--- src/rtl/alu_pkg.sv ---
// Shared ALU definitions: alucontrol codes (also used by the decoder) and the
// execution-unit FSM state encoding.
package alu_pkg;

  localparam logic [3:0] ALU_AND   = 4'b0000;
  localparam logic [3:0] ALU_ADD   = 4'b0010;
  localparam logic [3:0] ALU_MUL   = 4'b0011;
  localparam logic [3:0] ALU_AUIPC = 4'b0100;
  localparam logic [3:0] ALU_BRSUB = 4'b0101;
  localparam logic [3:0] ALU_SUB   = 4'b0110;
  localparam logic [3:0] ALU_SLL   = 4'b0111;
  localparam logic [3:0] ALU_SLT   = 4'b1000;

  typedef enum logic {
    IDLE = 1'b0,
    MUL  = 1'b1
  } state_t;

endpackage

--- src/rtl/mul_iter.sv ---
// Iterative shift-add multiplier: one partial-product step per cycle, fixed
// WIDTH iterations, low WIDTH bits of the product only.
module mul_iter #(
  parameter int unsigned WIDTH = 32
) (
  input  logic             clk,
  input  logic             reset,
  input  logic             load,
  input  logic             step,
  input  logic [WIDTH-1:0] multiplicand,
  input  logic [WIDTH-1:0] multiplier,
  output logic [WIDTH-1:0] product,
  output logic             last
);

  localparam int unsigned CW = $clog2(WIDTH);

  logic [WIDTH-1:0] mcand;
  logic [WIDTH-1:0] mplier;
  logic [WIDTH-1:0] acc;
  logic [CW-1:0]    count;

  // product is the accumulator after the current step, so the caller can
  // register it on the final iteration without an extra cycle.
  assign product = acc + (mplier[0] ? mcand : '0);
  assign last    = (count == CW'(WIDTH - 1));

  always_ff @(posedge clk) begin
    if (reset) begin
      mcand  <= '0;
      mplier <= '0;
      acc    <= '0;
      count  <= '0;
    end else if (load) begin
      mcand  <= multiplicand;
      mplier <= multiplier;
      acc    <= '0;
      count  <= '0;
    end else if (step) begin
      acc    <= product;
      mcand  <= mcand << 1;
      mplier <= mplier >> 1;
      count  <= count + 1'b1;
    end
  end

endmodule

--- src/rtl/alu_exec.sv ---
// Registered RISC-V execution unit: single-cycle ALU ops plus an iterative
// multiply, under a start/busy/done handshake.
module alu_exec
  import alu_pkg::*;
#(
  parameter int unsigned WIDTH = 32
) (
  input  logic             clk,
  input  logic             reset,
  input  logic             start,
  input  logic [3:0]       alucontrol,
  input  logic [WIDTH-1:0] a,
  input  logic [WIDTH-1:0] b,
  output logic [WIDTH-1:0] result,
  output logic             zero,
  output logic             busy,
  output logic             done,
  output logic             illegal
);

  localparam int unsigned SHW = $clog2(WIDTH);

  state_t           state;
  state_t           state_next;
  logic [WIDTH-1:0] single_res;
  logic             single_ill;
  logic [WIDTH-1:0] res_d;
  logic             ill_d;
  logic             complete;
  logic             load;
  logic             step;
  logic             last;
  logic [WIDTH-1:0] product;

  always_comb begin
    single_res = '0;
    single_ill = 1'b0;
    case (alucontrol)
      ALU_AND:   single_res = a & b;
      ALU_ADD:   single_res = a + b;
      ALU_AUIPC: single_res = a + b;
      ALU_BRSUB: single_res = a - b;
      ALU_SUB:   single_res = a - b;
      ALU_SLL:   single_res = a << b[SHW-1:0];
      ALU_SLT:   single_res = {{(WIDTH-1){1'b0}}, ($signed(a) < $signed(b))};
      ALU_MUL:   single_res = '0;
      default:   single_ill = 1'b1;
    endcase
  end

  always_comb begin
    state_next = state;
    load       = 1'b0;
    step       = 1'b0;
    complete   = 1'b0;
    res_d      = single_res;
    ill_d      = single_ill;
    case (state)
      IDLE: begin
        if (start) begin
          if (alucontrol == ALU_MUL) begin
            load       = 1'b1;
            state_next = MUL;
          end else begin
            complete = 1'b1;
          end
        end
      end
      MUL: begin
        step = 1'b1;
        if (last) begin
          complete   = 1'b1;
          res_d      = product;
          ill_d      = 1'b0;
          state_next = IDLE;
        end
      end
      default: state_next = IDLE;
    endcase
  end

  assign busy = (state == MUL);

  always_ff @(posedge clk) begin
    if (reset) begin
      state   <= IDLE;
      result  <= '0;
      zero    <= 1'b1;
      done    <= 1'b0;
      illegal <= 1'b0;
    end else begin
      state <= state_next;
      done  <= complete;
      if (complete) begin
        result  <= res_d;
        zero    <= (res_d == '0);
        illegal <= ill_d;
      end
    end
  end

  mul_iter #(
    .WIDTH(WIDTH)
  ) u_mul (
    .clk          (clk),
    .reset        (reset),
    .load         (load),
    .step         (step),
    .multiplicand (a),
    .multiplier   (b),
    .product      (product),
    .last         (last)
  );

endmodule

--- config.mk ---
export PLATFORM = sky130hd
export DESIGN_NAME = alu_exec
export DESIGN_NICKNAME = d
export VERILOG_FILES = /design/src/rtl/alu_pkg.sv /design/src/rtl/mul_iter.sv /design/src/rtl/alu_exec.sv
export SDC_FILE = /design/constraint.sdc
export NUM_CORES = 1
export LEC_CHECK = 0
export ABC_AREA = 1
export CORE_MARGIN = 3
export CORE_UTILIZATION = 60
export CTS_BUF_LIST = sky130_fd_sc_hd__clkbuf_8
export CTS_CLUSTER_DIAMETER = 100
export CTS_CLUSTER_SIZE = 14
export DETAILED_ROUTE_END_ITERATION = 8
export PLACE_DENSITY = 0.93
export SLEW_MARGIN = 40
export SYNTH_ARGS = -nofsm -noshare
export SYNTH_HDL_FRONTEND = slang
export SYNTH_SLANG_ARGS = --single-unit
--- constraint.sdc ---
create_clock -name clk -period 9.1 [get_ports clk]
set_input_delay 2.275 -clock clk [delete_from_list [all_inputs] [get_ports clk]]
set_output_delay 2.275 -clock clk [all_outputs]
set_load 0.02 [all_outputs]
==> load_flow_metrics.sql <==
INSERT INTO impl_metrics (metric_group, metric, value, unit) VALUES
('clock_network', 'cts.reportedPaths.clkPinSlew', '90', 'ps'),
('clock_network', 'clock_insertion_delay_worst_skew', '490', 'ps'),
('worst_hold_path', 'min_delay_worst_endpoint', 'u_mul.mplier[31]', ''),
('critical_path', 'worst_r2r_src', 'u_mul.mplier[0]', ''),
('synthesis', 'postSynth.asyncResetShare', '0', '%'),
('global_routing', 'grt_first_pass_wirelength', '98.0', 'mm'),
('global_routing', 'grt_antenna_before_repair', '1', ''),
('final_layout', 'nFillCells', '2459', ''),
('critical_path', 'worst-path-max-fanout', '17', ''),
('drt', 'viasPerCell', '5.95', ''),
('synthesis', 'synth_edf_count', '0', ''),
('clock_network', 'ctsHoldBuffers', '0', ''),
('synthesis', 'yosysTopAreaCellShare', '22.7', '%'),
('sta', 'finalWorstPathRequiredPeriod', '5970', 'ps'),
('power', 'worst_ir_drop_vdd', '0.127', 'mV'),
('outcome', 'status', 'complete, no violations', ''),
('power', 'p_int', '0.00104', 'W'),
('power', 'combinationalPowerShare', '37.5', '%'),
('critical_path', 'reg2reg_setup_slack', '5340', 'ps'),
('final_layout', 'final_net_count', '3146', ''),
('sta', 'report.final.setup_viol', '0', ''),
('drt', 'vias', '19800', ''),
('power', 'sequential_group_share_of_total_power', '34.7', '%'),
('critical_path', 'largest_stage_delay_on_the_critical_path', '980', 'ps'),
('floorplan', 'fp.coreArea', '26300', 'µm²'),
('clock_network', 'cts-buffers-inserted', '17', ''),
('clock_network', 'clock-sinks', '137', ''),
('sta', 'slew-limit-headroom', '47.0', '%'),
('drt', 'residual_drc_count', '0', ''),
('critical_path', 'cp_cell_sequence', 'clkdlybuf4s50_1 -> inv_1 -> ha_1 -> inv_1 -> nand2_1 -> nand2_1 -> nand2_1 -> nand2_1 -> nand2_1 -> nand3_2 -> nand3_1 -> nand3_1 -> nand3_1 -> nand3_1 -> nand2_1 -> nand2_1 -> nor2_1 -> nand2_1 -> nor2_1 -> nand4_1 -> nand2_1', ''),
('worst_hold_path', 'min_delay_worst_type', 'reg2reg', ''),
('sta', 'totalNegativeSetupSlack', '0', 'ps'),
('worst_hold_path', 'min_delay_path_depth', '2', ''),
('drt', 'antenna_left', '0', ''),
('drt', 'post_drt_wl_per_cell', '19.4', 'µm'),
('clock_network', 'cts_repair_resize_count', '0', ''),
('sta', 'setup_repair_after_global_routing_missed_its_margin', 'no', ''),
('sta', 'hold_viol_final', '0', ''),
('sta', 'worst_pin_slew', '792', 'ps'),
('synthesis', 'synth_largest_area_cell', 'sky130_fd_sc_hd__nand2_1', ''),
('synthesis', 'synth_sequential_area_ratio', '16.9', '%'),
('place', 'place.gp.congestion', '1.14', ''),
('final_layout', 'insertedDiodeCount', '0', ''),
('final_layout', 'commonest_cells_after_routing_fill_and_taps_aside', 'sky130_fd_sc_hd__nand2_1, sky130_fd_sc_hd__inv_1, sky130_fd_sc_hd__nand3_1', ''),
('floorplan', 'ios', '107', ''),
('floorplan', 'die_x', '170', 'µm'),
('synthesis', 'synth_area_leaders', 'sky130_fd_sc_hd__nand2_1, sky130_fd_sc_hd__dfxtp_1, sky130_fd_sc_hd__inv_1', ''),
('final_layout', 'flow.area_growth_from_synthesis', '8.85', '%'),
('power', 'p_per_area', '104', 'nW/µm²'),
('synthesis', 'net_count_of_the_mapped_netlist', '3125', ''),
('critical_path', 'worst_r2r_endpoint', 'zero', ''),
('critical_path', 'timing.critical_path.required', '9530', 'ps'),
('place', 'place.port_buffers', '106', ''),
('synthesis', 'avgSynthCellArea', '5.48', 'µm²'),
('power', 'swShare', '43.2', '%'),
('drt', 'routed_wl', '64.4', 'mm'),
('clock_network', 'cts.path.max_buffers', '2', ''),
('power', 'total_power', '0.00183', 'W'),
('synthesis', 'syn_inst', '2953', ''),
('floorplan', 'die_height', '170', 'µm'),
('floorplan', 'row_count', '59', ''),
('global_routing', 'overflow', '0', ''),
('synthesis', 'synth.yosys.warnings', '0', ''),
('critical_path', 'critical_path.most_common_cell', 'sky130_fd_sc_hd__nand2_1', ''),
('floorplan', 'starting_utilization_of_the_core_area', '61.6', '%'),
('sta', 'min_period_over_period', '65.7', '%'),
('critical_path', 'timing.critical_path.arrival', '6400', 'ps'),
('global_routing', 'vias_in_the_first_global_route', '17700', ''),
('critical_path', 'critPathSlowestCell', 'sky130_fd_sc_hd__clkdlybuf4s50_1', ''),
('final_layout', 'layout_commonest_cell', 'sky130_fd_sc_hd__nand2_1', ''),
('power', 'total_switching_power', '0.000789', 'W');
==> Yosys cell counts (7+ instances only) <==
master                     count
sky130_fd_sc_hd__clkbuf_1     41
sky130_fd_sc_hd__nand3_2      13
sky130_fd_sc_hd__nor2_1      204
sky130_fd_sc_hd__nand2_1     979
sky130_fd_sc_hd__o211ai_1     51
sky130_fd_sc_hd__nor3_1       17
sky130_fd_sc_hd__xor2_1        7
sky130_fd_sc_hd__buf_1        17
sky130_fd_sc_hd__and2_1       13
sky130_fd_sc_hd__inv_2        17
sky130_fd_sc_hd__nor2_2       18
sky130_fd_sc_hd__nand3_1     315
sky130_fd_sc_hd__nand3b_1      9
sky130_fd_sc_hd__a21oi_2       9
sky130_fd_sc_hd__dfxtp_1     137
sky130_fd_sc_hd__o221ai_1     58
sky130_fd_sc_hd__nand2_2      23
sky130_fd_sc_hd__buf_2        33
sky130_fd_sc_hd__ha_1         98
sky130_fd_sc_hd__o21ai_0      73
sky130_fd_sc_hd__o21bai_1     21
sky130_fd_sc_hd__buf_4        21
sky130_fd_sc_hd__o21ai_1      16
sky130_fd_sc_hd__nand4_1      38
sky130_fd_sc_hd__inv_1       570
sky130_fd_sc_hd__a21oi_1      97
==> area by class of cell <==
class	count	area (µm²)	share of cell area, %
clock buffers	18	248	1.41
repair buffers	121	1210	6.88
multi-input cells	2108	10700	60.4
clock inverters	14	135	0.767
well taps	335	419	2.38
flip-flops and latches	137	2740	15.6
inverters	589	2210	12.6
==> through the flow <==
| stage | area [µm²] | util (%) | hold WS (ps) | std cells | setup WS, ps |
|---|---|---|---|---|---|
| 6_report | 17600 | 67.1 | 484 | 3322 | 3130 |
| 5_1_grt | 17600 | 67.1 | 504 | 3322 | 2840 |
| 4_1_cts | 17600 | 67.0 | 481 | 3322 | 3340 |
| 3_5_place_dp | 17200 | 65.6 | 467 | 3290 | 2850 |
| 3_3_place_gp | 17200 | 65.4 | 452 | 3287 | 2930 |
| 2_1_floorplan | 16200 | - | 441 | 2953 | 4570 |
==> sequential cells by signal (all words and copies together), names as in the netlist, 5 cells and up <==
signal	count
u_mul.count	5
result	32
u_mul.mcand	32
u_mul.acc	32
u_mul.mplier	32
==> how the worst max path moves through the flow <==
stage / start / end / cells after the start
after detailed placement: b[3] / zero / 21
after global routing: b[3] / zero / 21
final: b[3] / zero / 21
after global placement: b[3] / zero / 21
after floorplan: b[2] / zero / 21
after CTS: b[3] / zero / 21
==> cells by family (layout without fill, tap and decap cells) <==
| family | after synthesis | in the layout | synth area share, % |
|---|---|---|---|
| AO/OA/AOI/OAI | 345 | 345 | 13.6 |
| XOR/XNOR | 13 | 13 | 0.703 |
| flip-flops | 137 | 137 | 16.9 |
| adder cells (fa/ha/maj) | 101 | 101 | 7.94 |
| buffers and inverters | 708 | 742 | 17.5 |
| AND/OR/NAND/NOR | 1649 | 1649 | 43.4 |
==> metal layers <==
layer / vias up / global-route usage, % / share of wire (%)
li1: 9295 / - / -
met1: 8880 / 59.5 / 41
met2: 1349 / 64.0 / 41
met3: 228 / 10.6 / 13
met4: 0 / 19.8 / 5.5
met5: - / 0 / 0
==> worst max-delay path: cells and delay by family <==
family	cells	cell delay [ps]
simple gates	17	1820
buf+inv	3	1640
fa+ha+maj	1	660
==> power by group through the flow <==
stage | clock (W) | combinational (W) | sequential, W
3_5_place_dp | 0 | 0.000652 | 0.000647
3_3_place_gp | 0 | 0.000641 | 0.000646
4_1_cts | 0.000507 | 0.000657 | 0.000633
2_1_floorplan | 0 | 0.000418 | 0.000654
5_1_grt | 0.000531 | 0.000738 | 0.000635
6_report | 0.000507 | 0.000685 | 0.000635
Power figures use the tool's default switching activity.
